`config.mk`:
```
export PLATFORM = sky130hd
export DESIGN_NAME = print_uart_tx
export DESIGN_NICKNAME = d
export VERILOG_FILES = /design/src/rtl/print_uart_pkg.sv /design/src/rtl/print_uart_tx_fifo.sv /design/src/rtl/print_uart_tx.sv
export SDC_FILE = /design/constraint.sdc
export NUM_CORES = 1
export LEC_CHECK = 0
export CORE_UTILIZATION = 53
export DETAILED_ROUTE_END_ITERATION = 16
export PLACE_DENSITY = 0.83
export SYNTH_ARGS = -nofsm -noshare
export SYNTH_HDL_FRONTEND = slang
export SYNTH_SLANG_ARGS = --single-unit
```
`constraint.sdc`:
```
create_clock -name CLK -period 2.87 [get_ports CLK]
set_input_delay 0.287 -clock CLK [delete_from_list [all_inputs] [get_ports CLK]]
set_output_delay 0.287 -clock CLK [all_outputs]
set_load 0.02 [all_outputs]
```
`src/rtl/print_uart_pkg.sv`:
```
// Shared types, ASCII constants and the nibble-to-hex-character helper
// for the print-port UART serializer.
package print_uart_pkg;

  typedef enum logic [1:0] {IDLE, START, DATA, STOP} state_t;

  localparam logic [7:0] ASCII_0  = 8'h30;
  localparam logic [7:0] ASCII_A  = 8'h61;
  localparam logic [7:0] ASCII_LF = 8'h0A;

  function automatic logic [7:0] hex_ascii(input logic [3:0] nibble);
    if (nibble < 4'd10) return ASCII_0 + {4'h0, nibble};
    else                return ASCII_A + {4'h0, nibble} - 8'd10;
  endfunction

endpackage

```
`src/rtl/print_uart_tx_fifo.sv`:
```
// Single-clock word FIFO buffering print-port writes ahead of the UART.
// Pointers carry one extra wrap bit so full and empty are distinguishable.
module print_fifo #(
  parameter int WIDTH = 32,
  parameter int DEPTH = 4
) (
  input  logic             CLK,
  input  logic             RESET,
  input  logic             push,
  input  logic [WIDTH-1:0] din,
  input  logic             pop,
  output logic [WIDTH-1:0] dout,
  output logic             full,
  output logic             empty
);

  localparam int AW = $clog2(DEPTH);

  logic [WIDTH-1:0] mem [DEPTH];
  logic [AW:0]      wr_ptr;
  logic [AW:0]      rd_ptr;
  logic             push_ok;
  logic             pop_ok;

  assign empty   = (wr_ptr == rd_ptr);
  assign full    = (wr_ptr[AW] != rd_ptr[AW]) && (wr_ptr[AW-1:0] == rd_ptr[AW-1:0]);
  assign push_ok = push && !full;
  assign pop_ok  = pop && !empty;
  assign dout    = mem[rd_ptr[AW-1:0]];

  always_ff @(posedge CLK) begin
    if (RESET) begin
      wr_ptr <= '0;
      rd_ptr <= '0;
    end else begin
      if (push_ok) wr_ptr <= wr_ptr + 1'b1;
      if (pop_ok)  rd_ptr <= rd_ptr + 1'b1;
    end
  end

  always_ff @(posedge CLK) begin
    if (push_ok) mem[wr_ptr[AW-1:0]] <= din;
  end

endmodule

```
`src/rtl/print_uart_tx.sv`:
```
// Prints each captured 32-bit word as 8 lowercase hex digits plus LF on
// an 8N1 UART line, back-to-back while words remain queued.
module print_uart_tx
  import print_uart_pkg::*;
#(
  parameter int CLKS_PER_BIT = 16,
  parameter int FIFO_DEPTH   = 4
) (
  input  logic        CLK,
  input  logic        RESET,
  input  logic [31:0] PRINT_VAL,
  input  logic        PRINT_EN,
  output logic        TX,
  output logic        BUSY,
  output logic        OVERFLOW
);

  localparam int                BAUD_W    = $clog2(CLKS_PER_BIT);
  localparam logic [BAUD_W-1:0] BAUD_LAST = BAUD_W'(CLKS_PER_BIT - 1);

  state_t            state_q, state_d;
  logic [BAUD_W-1:0] baud_q, baud_d;
  logic [2:0]        bit_q, bit_d;
  logic [3:0]        char_q, char_d;
  logic [31:0]       word_q, word_d;
  logic              tx_q, tx_d;
  logic              ovf_q;

  logic [31:0] fifo_dout;
  logic        fifo_full;
  logic        fifo_empty;
  logic        fifo_pop;

  logic        baud_end;
  logic [31:0] word_shl;
  logic [7:0]  char_byte;
  logic [2:0]  bit_nxt;

  print_fifo #(
    .WIDTH (32),
    .DEPTH (FIFO_DEPTH)
  ) u_fifo (
    .CLK   (CLK),
    .RESET (RESET),
    .push  (PRINT_EN),
    .din   (PRINT_VAL),
    .pop   (fifo_pop),
    .dout  (fifo_dout),
    .full  (fifo_full),
    .empty (fifo_empty)
  );

  // Current character: the selected nibble is shifted up to the top of the word.
  assign word_shl  = word_q << {char_q[2:0], 2'b00};
  assign char_byte = (char_q == 4'd8) ? ASCII_LF : hex_ascii(word_shl[31:28]);
  assign bit_nxt   = bit_q + 3'd1;
  assign baud_end  = (baud_q == BAUD_LAST);

  // TX is registered and loaded on the same edge as the state change,
  // so each level lasts exactly one bit time from its transition edge.
  always_comb begin
    state_d  = state_q;
    baud_d   = baud_end ? '0 : baud_q + 1'b1;
    bit_d    = bit_q;
    char_d   = char_q;
    word_d   = word_q;
    tx_d     = tx_q;
    fifo_pop = 1'b0;
    case (state_q)
      IDLE: begin
        baud_d = '0;
        tx_d   = 1'b1;
        if (!fifo_empty) begin
          fifo_pop = 1'b1;
          word_d   = fifo_dout;
          char_d   = 4'd0;
          state_d  = START;
          tx_d     = 1'b0;
        end
      end
      START: begin
        if (baud_end) begin
          state_d = DATA;
          bit_d   = 3'd0;
          tx_d    = char_byte[0];
        end
      end
      DATA: begin
        if (baud_end) begin
          if (bit_q == 3'd7) begin
            state_d = STOP;
            tx_d    = 1'b1;
          end else begin
            bit_d = bit_nxt;
            tx_d  = char_byte[bit_nxt];
          end
        end
      end
      STOP: begin
        if (baud_end) begin
          if (char_q < 4'd8) begin
            char_d  = char_q + 4'd1;
            state_d = START;
            tx_d    = 1'b0;
          end else if (!fifo_empty) begin
            fifo_pop = 1'b1;
            word_d   = fifo_dout;
            char_d   = 4'd0;
            state_d  = START;
            tx_d     = 1'b0;
          end else begin
            state_d = IDLE;
            tx_d    = 1'b1;
          end
        end
      end
      default: begin
        state_d = IDLE;
        tx_d    = 1'b1;
      end
    endcase
  end

  always_ff @(posedge CLK) begin
    if (RESET) begin
      state_q <= IDLE;
      baud_q  <= '0;
      bit_q   <= 3'd0;
      char_q  <= 4'd0;
      tx_q    <= 1'b1;
      ovf_q   <= 1'b0;
    end else begin
      state_q <= state_d;
      baud_q  <= baud_d;
      bit_q   <= bit_d;
      char_q  <= char_d;
      tx_q    <= tx_d;
      ovf_q   <= ovf_q | (PRINT_EN & fifo_full);
    end
  end

  always_ff @(posedge CLK) begin
    word_q <= word_d;
  end

  assign TX       = tx_q;
  assign BUSY     = (state_q != IDLE) | ~fifo_empty;
  assign OVERFLOW = ovf_q;

endmodule

```
* Word level (Yosys, flattened, before mapping) *
Memories as Yosys holds them, arrays and structs flattened. A register that Yosys moved wholly into a read port is not among the register bits.
Index checks and enable logic that the tools add are counted.

storage, ports and cells
  register bits after elaboration = 53
  memory bits (writable) = 128
  input bits = 35
  output and inout port bits = 3
  word-level logic and storage cells = 96
  memories = 1

operators by class
  add/subtract/negate cells = 8
  $lt $le $gt $ge = 3
  eq/ne operators = 16
  shifts and indexed selects = 1
  multiplexer cells = 39
  bitwise gates (word level) = 4
  reduce and logical (&&, ||, !) cells = 15

memory list
  name        depth  width  rd ports  clocked after Yosys merged registers in  write ports  line                      RTL
  u_fifo.mem  4      32     1         1                                        1            print_uart_tx_fifo.sv:19  logic [WIDTH-1:0] mem [DEPTH];

operator list
  kind                   count
  $mux W32               3
  $pmux W32 S2           1
  $shl A32 B5 Y32        1
  $mux W8                2
  $mux W1                14
  $mux W2                7
  $ne A2 B2 Y1 const B   7
  $mux W4                3
  $add A3 B1 Y3 const B  3
  $mux W3                3
  $add A4 B1 Y4 const B  2
  $add A7 B4 Y8 const A  1
  $eq A4 B4 Y1 const B   2
  $lt A4 B4 Y1 const B   2
  $pmux W2 S4            1
  $pmux W4 S2            1
  $sub A8 B4 Y8 const B  1
  $add A6 B4 Y7 const A  1
  $pmux W3 S2            1
  $reduce_and A3 Y1      2
  $reduce_bool A2 Y1     3
  $reduce_and A5 Y1      1
  $eq A2 B2 Y1 const B   2
  $lt A3 B4 Y1 const B   1
  17 further kinds       21

* Depth between registers and ports, before layout *
Gate-level depths: netlist of the first run.

  depth in word-level cells = 10
  depth in mapped cells = 9
  depth with buffers taken out = 8

* Hierarchy *
Synthesis of the first run repeated with hierarchy kept, for this count alone.

unflattened totals
  cell total of the unflattened synthesis = 402
  area total of the unflattened synthesis = 7405.9 µm²

modules (own cells, without submodules)
  module         instances  cells each  area each (µm²)  seq. area each (µm²)
  print_fifo     1          235         5177.5           4003.8
  print_uart_tx  1          167         2228.4           1261.2

* Worst setup path before layout of the first run *
OpenSTA, ideal clock, no wires.

  path kind = register to register
  from = reg baud_q[0]
  to = reg word_q[0] (enable)
  library setup time = 432 ps
  data arrival time = 2607 ps
  required time = 2438 ps
  path slack = -169 ps
  stages on the path, launching flop included = 7
  buffers on the path = 0
  clock period less this slack = 3039 ps
  cell sequence = dfxtp_1 ha_1 and3_1 nand2_1 nand2_1 nand2_1 a21oi_1

on the way
  word-level cells in the longest chain between the ends = 3

ends and longest elaborated chain
  what                                line                  RTL
  from (decl)                         print_uart_tx.sv:22   logic [BAUD_W-1:0] baud_q, baud_d;
  from (signal assigned)              print_uart_tx.sv:134  baud_q <= baud_d;
  $eq A4 B4 Y1                        print_uart_tx.sv:57   assign baud_end = (baud_q == BAUD_LAST);
  $ne A2 B2 Y1 (no source line)       n/a
  $reduce_and A3 Y1 (no source line)  n/a
  to (signal assigned)                print_uart_tx.sv:143  word_q <= word_d;
  to (decl)                           print_uart_tx.sv:25   logic [31:0] word_q, word_d;

Every way passes these cells.
A chain may end at the register's enable or synchronous reset.

* Worst setup path in the final report of the first run *
  from = reg char_q[0]
  to = reg tx_q (netlist: TX)

on the way
  word-level cells in the longest chain between the ends = 10
  elaborated cells on any way between the ends = 17
  those cells by class = 3 x add/sub; 2 x order compare; 1 x eq/ne; 1 x shift; 10 x mux

ends and longest elaborated chain
  what                           line                  RTL
  from (decl)                    print_uart_tx.sv:24   logic [3:0] char_q, char_d;
  from (signal assigned)         print_uart_tx.sv:136  char_q <= char_d;
  $shl A32 B5 Y32                print_uart_tx.sv:54   assign word_shl = word_q << {char_q[2:0], 2'b00};
  $add A7 B4 Y8                  print_uart_pkg.sv:13  else return ASCII_A + {4'h0, nibble} - 8'd10;
  $sub A8 B4 Y8                  print_uart_pkg.sv:13
  $mux W8                        print_uart_pkg.sv:12  if (nibble < 4'd10) return ASCII_0 + {4'h0, nibble};
  $mux W8                        print_uart_tx.sv:55   assign char_byte = (char_q == 4'd8) ? ASCII_LF : hex_ascii(word_shl[31:28]);
  $bmux W1 S3                    print_uart_tx.sv:95   tx_d = char_byte[bit_nxt];
  $mux W1 (implied by the code)  print_uart_tx.sv:95
  $mux W1                        print_uart_tx.sv:90   if (bit_q == 3'd7) begin
  $mux W1                        print_uart_tx.sv:89   if (baud_end) begin
  $pmux W1 S4 (*)                print_uart_tx.sv:69   case (state_q)
  to (signal assigned)           print_uart_tx.sv:137  tx_q <= tx_d;
  to (decl)                      print_uart_tx.sv:26   logic tx_q, tx_d;

Mark *: on every way between the ends. The rest lies on a longest branch, timed or not. The select of a mux whose other input is x is not followed.

==> flow_metrics.tcl, run 1 <==
set metrics [dict create \
    antenna_found_initial 0 \
    startpoint_type "register" \
    leakagePower_nw 2.76 \
    dieArea_mm2 0.0141 \
    die_x_um 119 \
    dp_cells 587 \
    cts_resized 0 \
    worstPathMaxFanout 7 \
    slew_viol_final 0 \
    vias_per_cell 5.76 \
    route.vias.total 3565 \
    n_fill_cell 925 \
    fmax_mhz 401 \
    final_common_cell "edfxtp_1" \
    grt_pass1_wl_um 19900 \
    multiInputGateArea_mm2 0.00186 \
    cts_root_buf "clkbuf_16" \
    cts_max_path_buffers 2 \
    io_buffers 37 \
    period_share 0.868 \
    synthMuxAreaShare 0.143 \
    outcome "complete, no violations" \
    synth-simple-area-share 0.0406 \
    grt_pass1_vias 3754 \
    fin_worst_skew_ns 0.00574 \
    power.share.clock 0.295 \
    avgRoutedWirePerCell_um 20.0 \
    switching_share 0.266 \
    postRouteAntennaNets 0 \
    crit_chain "buf_4 -> mux4_2 -> mux2i_4 -> ha_1 -> nand2_1 -> o2111ai_1 -> a311oi_1 -> o21ai_1 -> a22oi_2" \
    crit_type "register to register" \
    area_delta_synth_final_pct 16.6 \
    synthesis.area_mm2 0.00722 \
    drt_pass1_iterations 4 \
    drive_above_1_share 0.194 \
    design_area_mm2 0.00842 \
    core_mm2 0.0132 \
    yosysUniqueCellTypes 46 \
    wirelength_um 12400 \
    setup_violations 0 \
    rows 42 \
    hold_viol 0 \
    maxCapViolations 0 \
    hpwlAfterDp_um 7750 \
    tightest_slew_ns 0.519 \
    vdd_drop_max_mv 0.453 \
    clock-sinks 183 \
    ys_seq_area_frac 0.730 \
    pwr-share-comb 0.212 \
    ys_warn_count 0 \
    rsz0062_at_grt "false" \
    grt-ovfl-total 0 \
    slew_headroom 0.654 \
    synth_top_family_by_area "multiplexers" \
    synth_fp_nets 426 \
    ys_seq_elements 183 \
    diodes 0 \
    drc 0 \
    start_util 0.545 \
    p_seq_frac 0.493 \
    finalSetupTns_ns 0 \
    cp-end-kind "register" \
    final_cells 619 \
    required_ns 3.23 \
    fp.dieH_um 119 \
    arrival_ns 2.85 \
    max_stage_delay_ns 0.54 \
    grt_usage 0.194 \
    cts_tree "done" \
    hold_class "register to register" \
    place_area_mm2 0.00787 \
    clock_latency_ns 0.43 \
    final_cell_mix "edfxtp_1, clkdlybuf4s50_1, mux4_2, dfxtp_1, nor2_1" \
    num-nets-final 480 \
    clk_pin_slew_worst_paths_ns 0.06 \
    p_int_mw 5.29 \
    cts_hold_buf 0 \
    synth-xor-area-share 0.0121 \
    post-route-min-period_ns 2.49 \
    p_total_mw 7.20 \
    first_iter_violations 284 \
    syn_inst 376 \
    slowest_stage "mux4_2" \
    cts_buffers 17 \
    synth_compound_area_frac 0.0342 \
    io_pins 38 \
    htreeDepth 4 \
    gp_congestion 0.830 \
    grt_max_degree 33 \
    synth_area_per_cell_um2 19.2 \
    regArea_mm2 0.00527 \
    post-cts-setup-buffers 0 \
    p_per_area_mw_per_mm2 855 \
    synth_fa_ha_area_frac 0.0260 \
    p_sw_mw 1.91 \
]
[cell type report]
type,count,area share
flip-flops and latches,183,0.626
multi-input cells,167,0.221
repair buffers,49,0.0577
clock buffers,21,0.0523
well taps,176,0.0262
clock inverters,11,0.0120
inverters,12,0.00535
[flip-flops by register name, indices dropped and copies added (netlist names), named ones only]
name and flops:
state_q 2, word_q 32, baud_q 4, bit_q 3, u_fifo.mem 128, OVERFLOW 1
u_fifo.rd_ptr 3, TX 1, u_fifo.wr_ptr 3, char_q 4
[Yosys cell counts, drive strengths merged]
| cell type | n | area, um^2 |
|---|---|---|
| a211oi | 2 | 15.0 |
| edfxtp | 160 | 4800 |
| clkbuf | 4 | 15.0 |
| xnor2 | 5 | 43.8 |
| inv | 12 | 45.1 |
| a21boi | 2 | 26.3 |
| nand2 | 9 | 33.8 |
| ha | 15 | 188 |
| o21ai | 5 | 25.0 |
| nand3 | 5 | 25.0 |
| mux2 | 2 | 26.3 |
| nor2 | 21 | 78.8 |
| nor3 | 5 | 25.0 |
| buf | 10 | 46.3 |
| or3 | 1 | 6.26 |
| nand2b | 4 | 25.0 |
| xor2 | 5 | 43.8 |
| a21oi | 11 | 55.1 |
| o2111a | 1 | 11.3 |
| and3 | 3 | 18.8 |
| mux2i | 6 | 88.8 |
| a311oi | 2 | 17.5 |
| nand4 | 1 | 6.26 |
| o221a | 1 | 11.3 |
| mux4 | 40 | 916 |
| nand3b | 2 | 18.8 |
| a21o | 1 | 7.51 |
| a22oi | 1 | 12.5 |
| nor2b | 2 | 12.5 |
| a31oi | 5 | 31.3 |
| and2 | 4 | 25.0 |
| o2111ai | 1 | 8.76 |
| a221oi | 2 | 17.5 |
| o211ai | 1 | 7.51 |
| nand4b | 2 | 17.5 |
| dfxtp | 23 | 460 |
[layer usage]
metal	global-route usage	vias up	part of all wire
li1	-	1622	-
met1	0.228	1812	0.40
met2	0.326	101	0.52
met3	0.0541	30	0.041
met4	0.104	0	0.033
met5	0	-	0
[power by group through the flow]
stage	clock, mW	sequential [mW]	combinational (mW)
2_1_floorplan	0	3.53	1.06
3_3_place_gp	0	3.57	1.47
3_5_place_dp	0	3.60	1.54
4_1_cts	2.16	3.55	1.54
5_1_grt	2.26	3.57	1.65
6_report	2.13	3.55	1.53
[stage by stage]
step           hold WS [ns]   util  setup slack [ns]
2_1_floorplan         0.386      -             0.543
6_report              0.453  0.635             0.379
5_1_grt               0.479  0.635             0.303
3_5_place_dp          0.453  0.595             0.448
4_1_cts               0.462  0.635             0.406
3_3_place_gp          0.425  0.595             0.532
[cell families after synthesis]
logic type      count (synthesis)
flops                         183
simple gates                   59
mux                            48
compound gates                 35
buf+inv                        26
fa+ha+maj                      15
xor+xnor                       10
[worst max-delay path, delay by kind of cell (launching register included)]
family | cells | cell delay (ns)
adders and majority gates | 1 | 0.29
DFF | 1 | 0.36
muxes | 2 | 0.83
and+or+nand+nor | 1 | 0.08
AOI/OAI and AO/OA | 4 | 0.69
buffers and inverters | 1 | 0.18
[final timing paths]
kind / cells past startpoint / slack [ns] / start / end
hold reg to reg: 1 / 0.45 / baud_q[0]$_SDFF_PP0_ / baud_q[0]$_SDFF_PP0_
setup / recovery: 9 / 0.38 / char_q[0]$_SDFFE_PP0P_ / TX$_SDFFE_PP1P_
setup reg to reg: 9 / 0.38 / char_q[0]$_SDFFE_PP0P_ / TX$_SDFFE_PP1P_
hold / removal: 1 / 0.45 / baud_q[0]$_SDFF_PP0_ / baud_q[0]$_SDFF_PP0_
No activity file was read; power rests on OpenSTA's default activity.
==> run 2: changes to the inputs <==
--- a/config.mk
+++ b/config.mk
@@ -5,9 +5,9 @@
 export SDC_FILE = /design/constraint.sdc
 export NUM_CORES = 1
 export LEC_CHECK = 0
-export CORE_UTILIZATION = 53
+export CORE_UTILIZATION = 55
 export DETAILED_ROUTE_END_ITERATION = 16
-export PLACE_DENSITY = 0.83
+export PLACE_DENSITY = 0.82
 export SYNTH_ARGS = -nofsm -noshare
 export SYNTH_HDL_FRONTEND = slang
 export SYNTH_SLANG_ARGS = --single-unit
==> constraint.sdc (replaced) <==
create_clock -name CLK -period 2.8 [get_ports CLK]
set_input_delay 0.28 -clock CLK [delete_from_list [all_inputs] [get_ports CLK]]
set_output_delay 0.28 -clock CLK [all_outputs]
set_load 0.02 [all_outputs]
==> run 2 against run 1 <==
Against the previous run:
- clock skew rose by 0.0037 ns
- first-iteration DRC count fell by 31%
- power rose by 3.0%
- register-to-register slack got worse by 0.12 ns
- global-route usage rose by 0.45 points
- routed wire length fell by 2.8%
- clock power rose by 6%
- sequential share of layout area fell by 0.11 points
- critical path depth did not move
- cell area rose by 0.18%
- largest power group unchanged
==> flow_metrics.tcl, run 2 (same netlist as run 1, synthesis figures left out) <==
set metrics [dict create \
    outcome "complete, no violations" \
    avgRoutedWirePerCell_um 19.6 \
    post-cts-setup-buffers 0 \
    first_iter_violations 197 \
    die_x_um 117 \
    htreeDepth 4 \
    p_total_mw 7.41 \
    grt_max_degree 34 \
    cts_root_buf "clkbuf_16" \
    vdd_drop_max_mv 0.553 \
    clock-sinks 183 \
    grt-ovfl-total 0 \
    hold_viol 0 \
    period_share 0.906 \
    clock_latency_ns 0.42 \
    hold_class "register to register" \
    final_cell_mix "edfxtp_1, clkdlybuf4s50_1, mux4_2, dfxtp_1, nor2_1" \
    setup_violations 0 \
    cts_resized 0 \
    finalSetupTns_ns 0 \
    final_common_cell "edfxtp_1" \
    io_buffers 37 \
    setup_ws_ns 0.263 \
    gp_congestion 0.816 \
    drive_above_1_share 0.197 \
    fmax_mhz 394 \
    post-route-min-period_ns 2.54 \
    drt_pass1_iterations 4 \
    dieArea_mm2 0.0136 \
    maxCapViolations 0 \
    rsz0062_at_grt "false" \
    cp-end-kind "register" \
    required_ns 3.15 \
    postRouteAntennaNets 0 \
    grt_pass1_vias 3618 \
    highest_layer "met4" \
    startpoint_type "register" \
    start_util 0.567 \
    grt_usage 0.199 \
    num-nets-final 480 \
    hpwlAfterDp_um 7490 \
    grt_pass1_wl_um 19000 \
    drt-met1-wl_um 4960 \
    drc 0 \
    wl_met2_um 6380 \
    tightest_slew_ns 0.638 \
    diodes 0 \
    post-place-ws_ns 0.275 \
    core_mm2 0.0127 \
    rows 41 \
    p_per_area_mw_per_mm2 879 \
    antenna_found_initial 0 \
    cts_tree "done" \
    slew_viol_final 0 \
    vias_per_cell 5.68 \
    cts_hold_buf 0 \
    fin_worst_skew_ns 0.00945 \
    cts_max_path_buffers 2 \
    leakagePower_nw 2.77 \
    wl_met3_um 490 \
    cts_buffers 17 \
    route.vias.total 3489 \
    crit_type "register to register" \
    area_delta_synth_final_pct 16.8 \
    fp.dieH_um 117 \
    worstPathMaxFanout 7 \
    arrival_ns 2.89 \
    wirelength_um 12000 \
    io_pins 38 \
    slew_headroom 0.574 \
    clk_pin_slew_worst_paths_ns 0.06 \
    ff2ff_path_depth 9 \
    largest_reg_flops 128 \
    holdPathStages 1 \
]
## run 2: cell types whose count changed in the layout (fill, tap and decap cells not counted)
| cell | before | now |
|---|---|---|
| clkinv_2 | 1 | 2 |
| bufinv_16 | 1 | 2 |
| clkinvlp_4 | 2 | 1 |
| clkbuf_1 | 4 | 2 |
## run 2: cell type report
class	instances	area (um^2)
Clock inverter	12	129
Multi-Input combinational cell	167	1860
Sequential cell	183	5270
Clock buffer	19	433
Fill cell	855	4290
Inverter	12	45.0
Timing Repair Buffer	49	485
Tap cell	172	215
## run 2: worst paths after layout
kind,startpoint,end,slack (ns)
max,char_q[0]$_SDFFE_PP0P_,TX$_SDFFE_PP1P_,0.26
min reg2reg,baud_q[0]$_SDFF_PP0_,baud_q[0]$_SDFF_PP0_,0.45
max reg2reg,char_q[0]$_SDFFE_PP0P_,TX$_SDFFE_PP1P_,0.26
min,baud_q[0]$_SDFF_PP0_,baud_q[0]$_SDFF_PP0_,0.45
## run 2: critical path, stage by stage (launching register included)
cell	delay [ns]
dfxtp_1	0.47
buf_4	0.19
mux4_2	0.52
mux2i_4	0.28
ha_1	0.29
nand2_1	0.06
o2111ai_1	0.10
a311oi_1	0.27
o21ai_1	0.11
a22oi_2	0.18
## run 2: report_power, final
part / switching (mW) / leakage, nW / internal, mW / total, mW
clock network: 0.946 / 0.273 / 1.31 / 2.25
logic: 0.827 / 0.833 / 0.699 / 1.53
registers: 0.147 / 1.66 / 3.48 / 3.63
## run 2: layer usage
layer,track usage,up-vias
met5,0,-
met4,0.0996,0
met3,0.0426,14
met2,0.337,76
met1,0.244,1784
li1,-,1615
## run 2: through the flow
stage,cell area [um^2],cells,hold WS [ns],util
floorplan,7220,376,0.379,-
global placement,7870,583,0.429,0.619
detailed placement,7870,583,0.440,0.619
CTS,8430,614,0.449,0.663
global route,8430,614,0.473,0.663
finish,8430,614,0.446,0.663
